<file path="config.mk">
export PLATFORM = sky130hd
export DESIGN_NAME = proc_core
export DESIGN_NICKNAME = d
export VERILOG_FILES = /design/src/rtl/proc_pkg.sv /design/src/rtl/ret_stack.sv /design/src/rtl/proc_core.sv
export SDC_FILE = /design/constraint.sdc
export NUM_CORES = 1
export LEC_CHECK = 0
export CAP_MARGIN = 40
export CORE_UTILIZATION = 30
export DETAILED_ROUTE_END_ITERATION = 6
export GPL_ROUTABILITY_DRIVEN = 0
export RECOVER_POWER = 100
export SLEW_MARGIN = 15
export SYNTH_ARGS = -nofsm -noshare
export SYNTH_HDL_FRONTEND = slang
export SYNTH_SLANG_ARGS = --single-unit
</file>
<file path="constraint.sdc">
create_clock -name clkin -period 4.9 [get_ports clkin]
set_input_delay 1.225 -clock clkin [delete_from_list [all_inputs] [get_ports clkin]]
set_output_delay 1.225 -clock clkin [all_outputs]
set_load 0.03 [all_outputs]
</file>
<file path="src/rtl/proc_pkg.sv">
// Shared definitions for proc_core: opcodes, FSM states,
// instruction field positions and fault codes.
package proc_pkg;

    typedef enum logic [3:0] {
        OP_NOP  = 4'h0,
        OP_ADD  = 4'h1,
        OP_SUB  = 4'h2,
        OP_AND  = 4'h3,
        OP_OR   = 4'h4,
        OP_XOR  = 4'h5,
        OP_LDI  = 4'h6,
        OP_LD   = 4'h7,
        OP_ST   = 4'h8,
        OP_JMP  = 4'h9,
        OP_JZ   = 4'hA,
        OP_JC   = 4'hB,
        OP_CALL = 4'hC,
        OP_RET  = 4'hD,
        OP_HALT = 4'hE,
        OP_ILL  = 4'hF
    } op_e;

    typedef enum logic [2:0] {
        S_FETCH,
        S_EXEC,
        S_MEM,
        S_HALT,
        S_FAULT
    } st_e;

    localparam int OP_HI  = 15;
    localparam int OP_LO  = 12;
    localparam int RD_HI  = 11;
    localparam int RD_LO  = 9;
    localparam int RS_HI  = 8;
    localparam int RS_LO  = 6;
    localparam int IMM_HI = 7;
    localparam int IMM_LO = 0;

    localparam logic [1:0] F_ILLEGAL   = 2'd1;
    localparam logic [1:0] F_OVERFLOW  = 2'd2;
    localparam logic [1:0] F_UNDERFLOW = 2'd3;

endpackage

</file>
<file path="src/rtl/ret_stack.sv">
// Hardware return-address stack; dout shows the top entry,
// full/empty guard the caller against overflow/underflow.
module ret_stack #(
    parameter int AW     = 8,
    parameter int SDEPTH = 8
) (
    input  logic          clk,
    input  logic          rst_n,
    input  logic          push,
    input  logic          pop,
    input  logic [AW-1:0] din,
    output logic [AW-1:0] dout,
    output logic          full,
    output logic          empty
);
    localparam int PW = $clog2(SDEPTH);

    logic [AW-1:0] mem [SDEPTH];
    logic [PW:0]   sp;

    assign full  = (sp == (PW+1)'(SDEPTH));
    assign empty = (sp == '0);
    assign dout  = mem[sp[PW-1:0] - 1'b1];

    always_ff @(posedge clk) begin
        if (!rst_n) begin
            sp <= '0;
        end else if (push) begin
            sp <= sp + 1'b1;
        end else if (pop) begin
            sp <= sp - 1'b1;
        end
    end

    // Entries are deliberately not cleared by reset.
    always_ff @(posedge clk) begin
        if (rst_n && push) begin
            mem[sp[PW-1:0]] <= din;
        end
    end

endmodule

</file>
<file path="src/rtl/proc_core.sv">
// proc_core: multicycle core (FETCH/EXEC/MEM/HALT/FAULT) with
// req/ack instruction and data ports and a return stack.
module proc_core
    import proc_pkg::*;
#(
    parameter int DW     = 16,
    parameter int AW     = 8,
    parameter int SDEPTH = 8
) (
    input  logic          clkin,
    input  logic          Rst,
    output logic          imem_req,
    output logic [AW-1:0] imem_addr,
    input  logic [15:0]   imem_rdata,
    input  logic          imem_ack,
    output logic          dmem_req,
    output logic          dmem_we,
    output logic [AW-1:0] dmem_addr,
    output logic [DW-1:0] dmem_wdata,
    input  logic [DW-1:0] dmem_rdata,
    input  logic          dmem_ack,
    output logic          halted,
    output logic          fault,
    output logic [1:0]    fault_code
);
    st_e           state;
    logic [15:0]   ir;
    logic [AW-1:0] pc, pc_inc, target, sdout;
    logic          zf, cf;
    logic [DW-1:0] regs [8];
    op_e           op;
    logic [2:0]    rd_i, rs_i;
    logic [DW-1:0] rd_v, rs_v, imm_d;
    logic [DW:0]   alu;
    logic          is_alu, push, pop, sfull, sempty;

    assign op        = op_e'(ir[OP_HI:OP_LO]);
    assign rd_i      = ir[RD_HI:RD_LO];
    assign rs_i      = ir[RS_HI:RS_LO];
    assign imm_d     = DW'(ir[IMM_HI:IMM_LO]);
    assign target    = AW'(ir[IMM_HI:IMM_LO]);
    assign rd_v      = regs[rd_i];
    assign rs_v      = regs[rs_i];
    assign pc_inc    = pc + AW'(1);
    assign imem_addr = pc;

    assign push = (state == S_EXEC) && (op == OP_CALL) && !sfull;
    assign pop  = (state == S_EXEC) && (op == OP_RET) && !sempty;

    ret_stack #(.AW(AW), .SDEPTH(SDEPTH)) u_stack (
        .clk   (clkin),
        .rst_n (Rst),
        .push  (push),
        .pop   (pop),
        .din   (pc_inc),
        .dout  (sdout),
        .full  (sfull),
        .empty (sempty)
    );

    // Bit DW carries ADD carry-out or SUB borrow.
    always_comb begin
        alu    = '0;
        is_alu = 1'b1;
        unique case (op)
            OP_ADD:  alu = {1'b0, rd_v} + {1'b0, rs_v};
            OP_SUB:  alu = {rs_v > rd_v, rd_v - rs_v};
            OP_AND:  alu = {1'b0, rd_v & rs_v};
            OP_OR:   alu = {1'b0, rd_v | rs_v};
            OP_XOR:  alu = {1'b0, rd_v ^ rs_v};
            default: is_alu = 1'b0;
        endcase
    end

    always_ff @(posedge clkin) begin
        if (Rst && state == S_EXEC && is_alu) begin
            regs[rd_i] <= alu[DW-1:0];
        end else if (Rst && state == S_EXEC && op == OP_LDI) begin
            regs[rd_i] <= imm_d;
        end else if (Rst && state == S_MEM && dmem_ack && !dmem_we) begin
            regs[rd_i] <= dmem_rdata;
        end
    end

    always_ff @(posedge clkin) begin
        if (!Rst) begin
            state      <= S_FETCH;
            ir         <= '0;
            pc         <= '0;
            zf         <= 1'b0;
            cf         <= 1'b0;
            imem_req   <= 1'b0;
            dmem_req   <= 1'b0;
            dmem_we    <= 1'b0;
            dmem_addr  <= '0;
            dmem_wdata <= '0;
            halted     <= 1'b0;
            fault      <= 1'b0;
            fault_code <= '0;
        end else begin
            unique case (state)
                S_FETCH: begin
                    // An ack before our request is raised is ignored.
                    if (!imem_req) begin
                        imem_req <= 1'b1;
                    end else if (imem_ack) begin
                        ir       <= imem_rdata;
                        imem_req <= 1'b0;
                        state    <= S_EXEC;
                    end
                end
                S_EXEC: begin
                    state    <= S_FETCH;
                    imem_req <= 1'b1;
                    pc       <= pc_inc;
                    if (is_alu) begin
                        zf <= (alu[DW-1:0] == '0);
                        cf <= alu[DW];
                    end
                    unique case (op)
                        OP_LD, OP_ST: begin
                            state      <= S_MEM;
                            imem_req   <= 1'b0;
                            dmem_req   <= 1'b1;
                            dmem_we    <= (op == OP_ST);
                            dmem_addr  <= AW'(rs_v);
                            dmem_wdata <= rd_v;
                        end
                        OP_JMP: pc <= target;
                        OP_JZ:  if (zf) pc <= target;
                        OP_JC:  if (cf) pc <= target;
                        OP_CALL: begin
                            if (sfull) begin
                                state      <= S_FAULT;
                                imem_req   <= 1'b0;
                                pc         <= pc;
                                fault      <= 1'b1;
                                fault_code <= F_OVERFLOW;
                            end else begin
                                pc <= target;
                            end
                        end
                        OP_RET: begin
                            if (sempty) begin
                                state      <= S_FAULT;
                                imem_req   <= 1'b0;
                                pc         <= pc;
                                fault      <= 1'b1;
                                fault_code <= F_UNDERFLOW;
                            end else begin
                                pc <= sdout;
                            end
                        end
                        OP_HALT: begin
                            state    <= S_HALT;
                            imem_req <= 1'b0;
                            pc       <= pc;
                            halted   <= 1'b1;
                        end
                        OP_ILL: begin
                            state      <= S_FAULT;
                            imem_req   <= 1'b0;
                            pc         <= pc;
                            fault      <= 1'b1;
                            fault_code <= F_ILLEGAL;
                        end
                        default: ;
                    endcase
                end
                S_MEM: begin
                    if (dmem_ack) begin
                        dmem_req <= 1'b0;
                        imem_req <= 1'b1;
                        state    <= S_FETCH;
                    end
                end
                default: ;
            endcase
        end
    end

endmodule

</file>
==> summary.md <==
| Metric | Value |
|---|---|
| Layout cells sized above 1 | `roughly 14%` |
| Transition time at the pin with the least slew margin | `1400 ps` |
| First-pass detailed-route iteration total | `6` |
| Final setup skew | `15.5 ps` |
| Leak pwr | `0.00584 uW` |
| Register area | `a little over 7000 um2` |
| Area Overhead vs Synth | `17.7%` |
| Die Y | `217 um` |
| Area inside the core boundary | `45500 um2` |
| H-tree depth reported by CTS | `1` |
| Num Clock Sinks | `262` |
| CTS tree | `yes` |
| Routed Antenna Nets | `0` |
| Die footprint | `47100 um2` |
| Share of the yosys chip area belonging to registers | `approximately half` |
| Synthesis warning total | `0` |
| Startpoint-to-endpoint class of the critical path | `flip-flop to flip-flop` |
| Count of final max-slew check failures | `0` |
| Worst max-slew margin expressed relative to the limit | `~4.4%` |
| Footprint of the multi-input gates | `approximately 6200 um2` |
| Tmin final | `4660 ps` |
| Outcome | `complete, no violations` |
| Nets@finish | `1292` |
| Critical path startpoint category | `flip-flop` |
| Non-filler cells in the finished layout | `1823` |
| Remaining global-route overflow | `0` |
| Largest fanout on the critical path | `32` |
| Number of instances in the synthesized netlist | `~1100` |
| HPWL after detailed placement | `26200 um` |
| Largest vdd supply drop | `about 0.22 mV` |
| Number of top-level pins | `between 70 and 80` |
| WL/cell | `19.9 um` |
| Vias per inst | `5.24` |
| Total length of routed wires | `36300 um` |
| Max-cap violation count | `0` |
| Cell count after placement | `1770` |
| Hold crit path type | `flip-flop to flip-flop` |
| Die extent in x | `217 um` |
| Main synth FF type | `sky130_fd_sc_hd__edfxtp_1` |
| Number of enable flip-flop cells after synthesis | `between 150 and 200` |
| Post-detailed-route DRC marker count | `0` |
| Iteration-0 DRC Markers | `743` |
| Number of unique standard cell types used by synthesis | `74` |
| Share of the cycle needed by the critical path after routing | `95.2%` |
| First-pass GRT wire length | `55900 um` |
| Kind of capture point of the worst setup path | `flip-flop` |
| Number of buffers created by CTS | `28` |
| Setup_tns | `0 ps` |
| Effective utilization at floorplan | `between 30% and 40%` |
| Final Hold Viols | `0` |
| Unrepaired setup endpoints after global routing | `no` |
| # fillers | `4475` |
| Total nets after synthesis | `about 1200` |
| Maximum clock path buffer count | `3` |
| All-layer global routing usage | `15.3%` |
| Clock transition at the registers of the reported paths | `60 ps` |
| Highest clock rate | `214 MHz` |
| Placement row count | `78` |
| Count of buffers inserted at the top-level ports | `74` |
| Flip-flop and latch count after synthesis | `262` |
| Synth Cell Area | `roughly 14000 um2` |
| Finish-stage setup viols | `0` |
| Clk_lat worst skew | `550 ps` |
| Arrival time worst endpoint | `approximately 4900 ps` |
| Share of flip-flops with an asynchronous set or reset | `0%` |
| Largest net degree at the start of global routing | `37` |
| Average cell area after synthesis | `between 10 and 15 um2` |
| Via count of the first global-routing pass | `9463` |
| Worst endpoint required time | `roughly 5200 ps` |
| Initial antenna violation count | `0` |
| Total power divided by cell area | `~330 nW/um2` |
| Hold buffers post-CTS | `0` |
| Number of antenna diodes | `0` |
| Count of vias placed by the detailed router | `between 9000 and 10000` |
| Root cell of the clock tree | `sky130_fd_sc_hd__clkbuf_16` |
==> state kept, by name (all words and copies together) (netlist names), named ones only <==
name,cells
regs,128
u_stack.mem,64
dmem_wdata,16
ir,16
dmem_addr,8
imem_addr,8
u_stack.sp,4
state,3
fault_code,2
cf,1
dmem_req,1
dmem_we,1
fault,1
halted,1
imem_req,1
zf,1
==> cell usage in the layout (no fill, tap or decap), drive strengths merged, types with 6 or more instances in the layout <==
master,synthesis,final
clkinv,0,12
clkbuf,58,53
nand3,11,11
mux4,80,80
buf,15,35
nor3b,6,6
inv,54,56
nor4,7,7
nor2b,15,15
nand2b,11,11
dfxtp,70,70
a21oi,57,57
o21ai,39,39
a31oi,9,9
ha,52,52
a211oi,10,10
clkdlybuf4s50,0,33
xnor2,8,8
mux2i,43,43
a21boi,20,20
o21a,6,6
a221oi,16,16
edfxtp,192,192
and2,13,13
nor3,21,21
dlygate4sd3,0,40
nand2,115,115
o211a,25,25
nor2,64,64
==> cells in the mapped netlist (19+ instances only) <==
cell | n | area share, %
sky130_fd_sc_hd__nor2_1 | 64 | 1.7
sky130_fd_sc_hd__a21oi_1 | 56 | 2.0
sky130_fd_sc_hd__edfxtp_1 | 192 | 42
sky130_fd_sc_hd__nand2_1 | 115 | 3.1
sky130_fd_sc_hd__clkbuf_1 | 58 | 1.6
sky130_fd_sc_hd__o211a_1 | 25 | 1.8
sky130_fd_sc_hd__mux4_2 | 80 | 13
sky130_fd_sc_hd__mux2i_1 | 43 | 3.1
sky130_fd_sc_hd__dfxtp_1 | 70 | 10
sky130_fd_sc_hd__ha_1 | 52 | 4.7
sky130_fd_sc_hd__o21ai_0 | 28 | 1.0
sky130_fd_sc_hd__a21boi_0 | 19 | 1.0
sky130_fd_sc_hd__nor3_1 | 21 | 0.76
sky130_fd_sc_hd__inv_1 | 53 | 1.4
==> area by class of cell <==
cell class | count | share of cell area (%)
inverters | 54 | 1.24
clock inverters | 17 | 0.835
flip-flops and latches | 262 | 43.9
multi-input cells | 729 | 38.0
well taps | 600 | 4.60
clock buffers | 35 | 4.58
repair buffers | 126 | 6.80
==> what timing repair did <==
| action | 4_1_cts | 5_1_grt |
|---|---|---|
| buffers inserted | 0 | 0 |
| setup endpoints to repair | 0 | 8 |
| resized for setup | 0 | 1 |
| endpoints found under the hold margin | 0 | 0 |
==> kinds of logic after synthesis <==
| family | share of synthesized area (%) |
|---|---|
| AOI/OAI and AO/OA | 12.2 |
| xor gates and xnor gates | 0.820 |
| adders and majority gates | 5.12 |
| buffers and inverters | 3.56 |
| DFF | 51.6 |
| muxes | 16.5 |
| and+or+nand+nor | 10.1 |
==> worst max-delay path, cell delays in order (launching register included) <==
cell,delay (ps)
sky130_fd_sc_hd__dfxtp_2,340
sky130_fd_sc_hd__buf_12,260
sky130_fd_sc_hd__mux4_2,540
sky130_fd_sc_hd__mux2i_1,390
sky130_fd_sc_hd__ha_1,420
sky130_fd_sc_hd__and3_1,240
sky130_fd_sc_hd__a221oi_1,410
sky130_fd_sc_hd__buf_4,210
sky130_fd_sc_hd__a21oi_1,90
sky130_fd_sc_hd__a21oi_1,310
sky130_fd_sc_hd__o21ai_0,160
sky130_fd_sc_hd__a211oi_1,270
sky130_fd_sc_hd__a21oi_1,50
sky130_fd_sc_hd__or2_0,280
sky130_fd_sc_hd__mux2_2,370
==> report_power, final <==
part           leakage (uW)  internal [uW]  switching, uW
Clock              0.000429           1190            854
Sequential          0.00227           2450           32.5
Combinational       0.00313            310            486
==> layer usage <==
metal / up-vias / global-route usage (%) / share of wire, %
met3: 90 / 2.63 / 6.3
met5: - / 0 / 0
met1: 4708 / 20.2 / 42
met2: 320 / 25.4 / 48
li1: 4434 / - / -
met4: 0 / 5.12 / 3.2
==> through the flow <==
step / utilization (%) / power, uW / instance area [um2] / worst slack, ps / hold WS [ps]
5_1_grt: 35.9 / 5520 / 16300 / 53.8 / 480
3_5_place_dp: 34.2 / 3320 / 15600 / 369 / 464
6_report: 35.9 / 5320 / 16300 / 237 / 469
2_1_floorplan: - / 3050 / 13900 / 321 / 448
3_3_place_gp: 34.1 / 3310 / 15500 / 442 / 456
4_1_cts: 36.2 / 5370 / 16400 / 341 / 471
==> worst paths after layout <==
check	start	endpoint	slack, ps	cells past startpoint
worst max-delay path	flip-flop	regs[1][11]$_DFFE_PP_	240	14
worst min-delay path	halted$_SDFFE_PN0P_	halted$_SDFFE_PN0P_	470	2
worst max register to register	flip-flop	regs[1][11]$_DFFE_PP_	240	14
worst min register to register	halted$_SDFFE_PN0P_	halted$_SDFFE_PN0P_	470	2
Power figures use the tool's default switching activity.
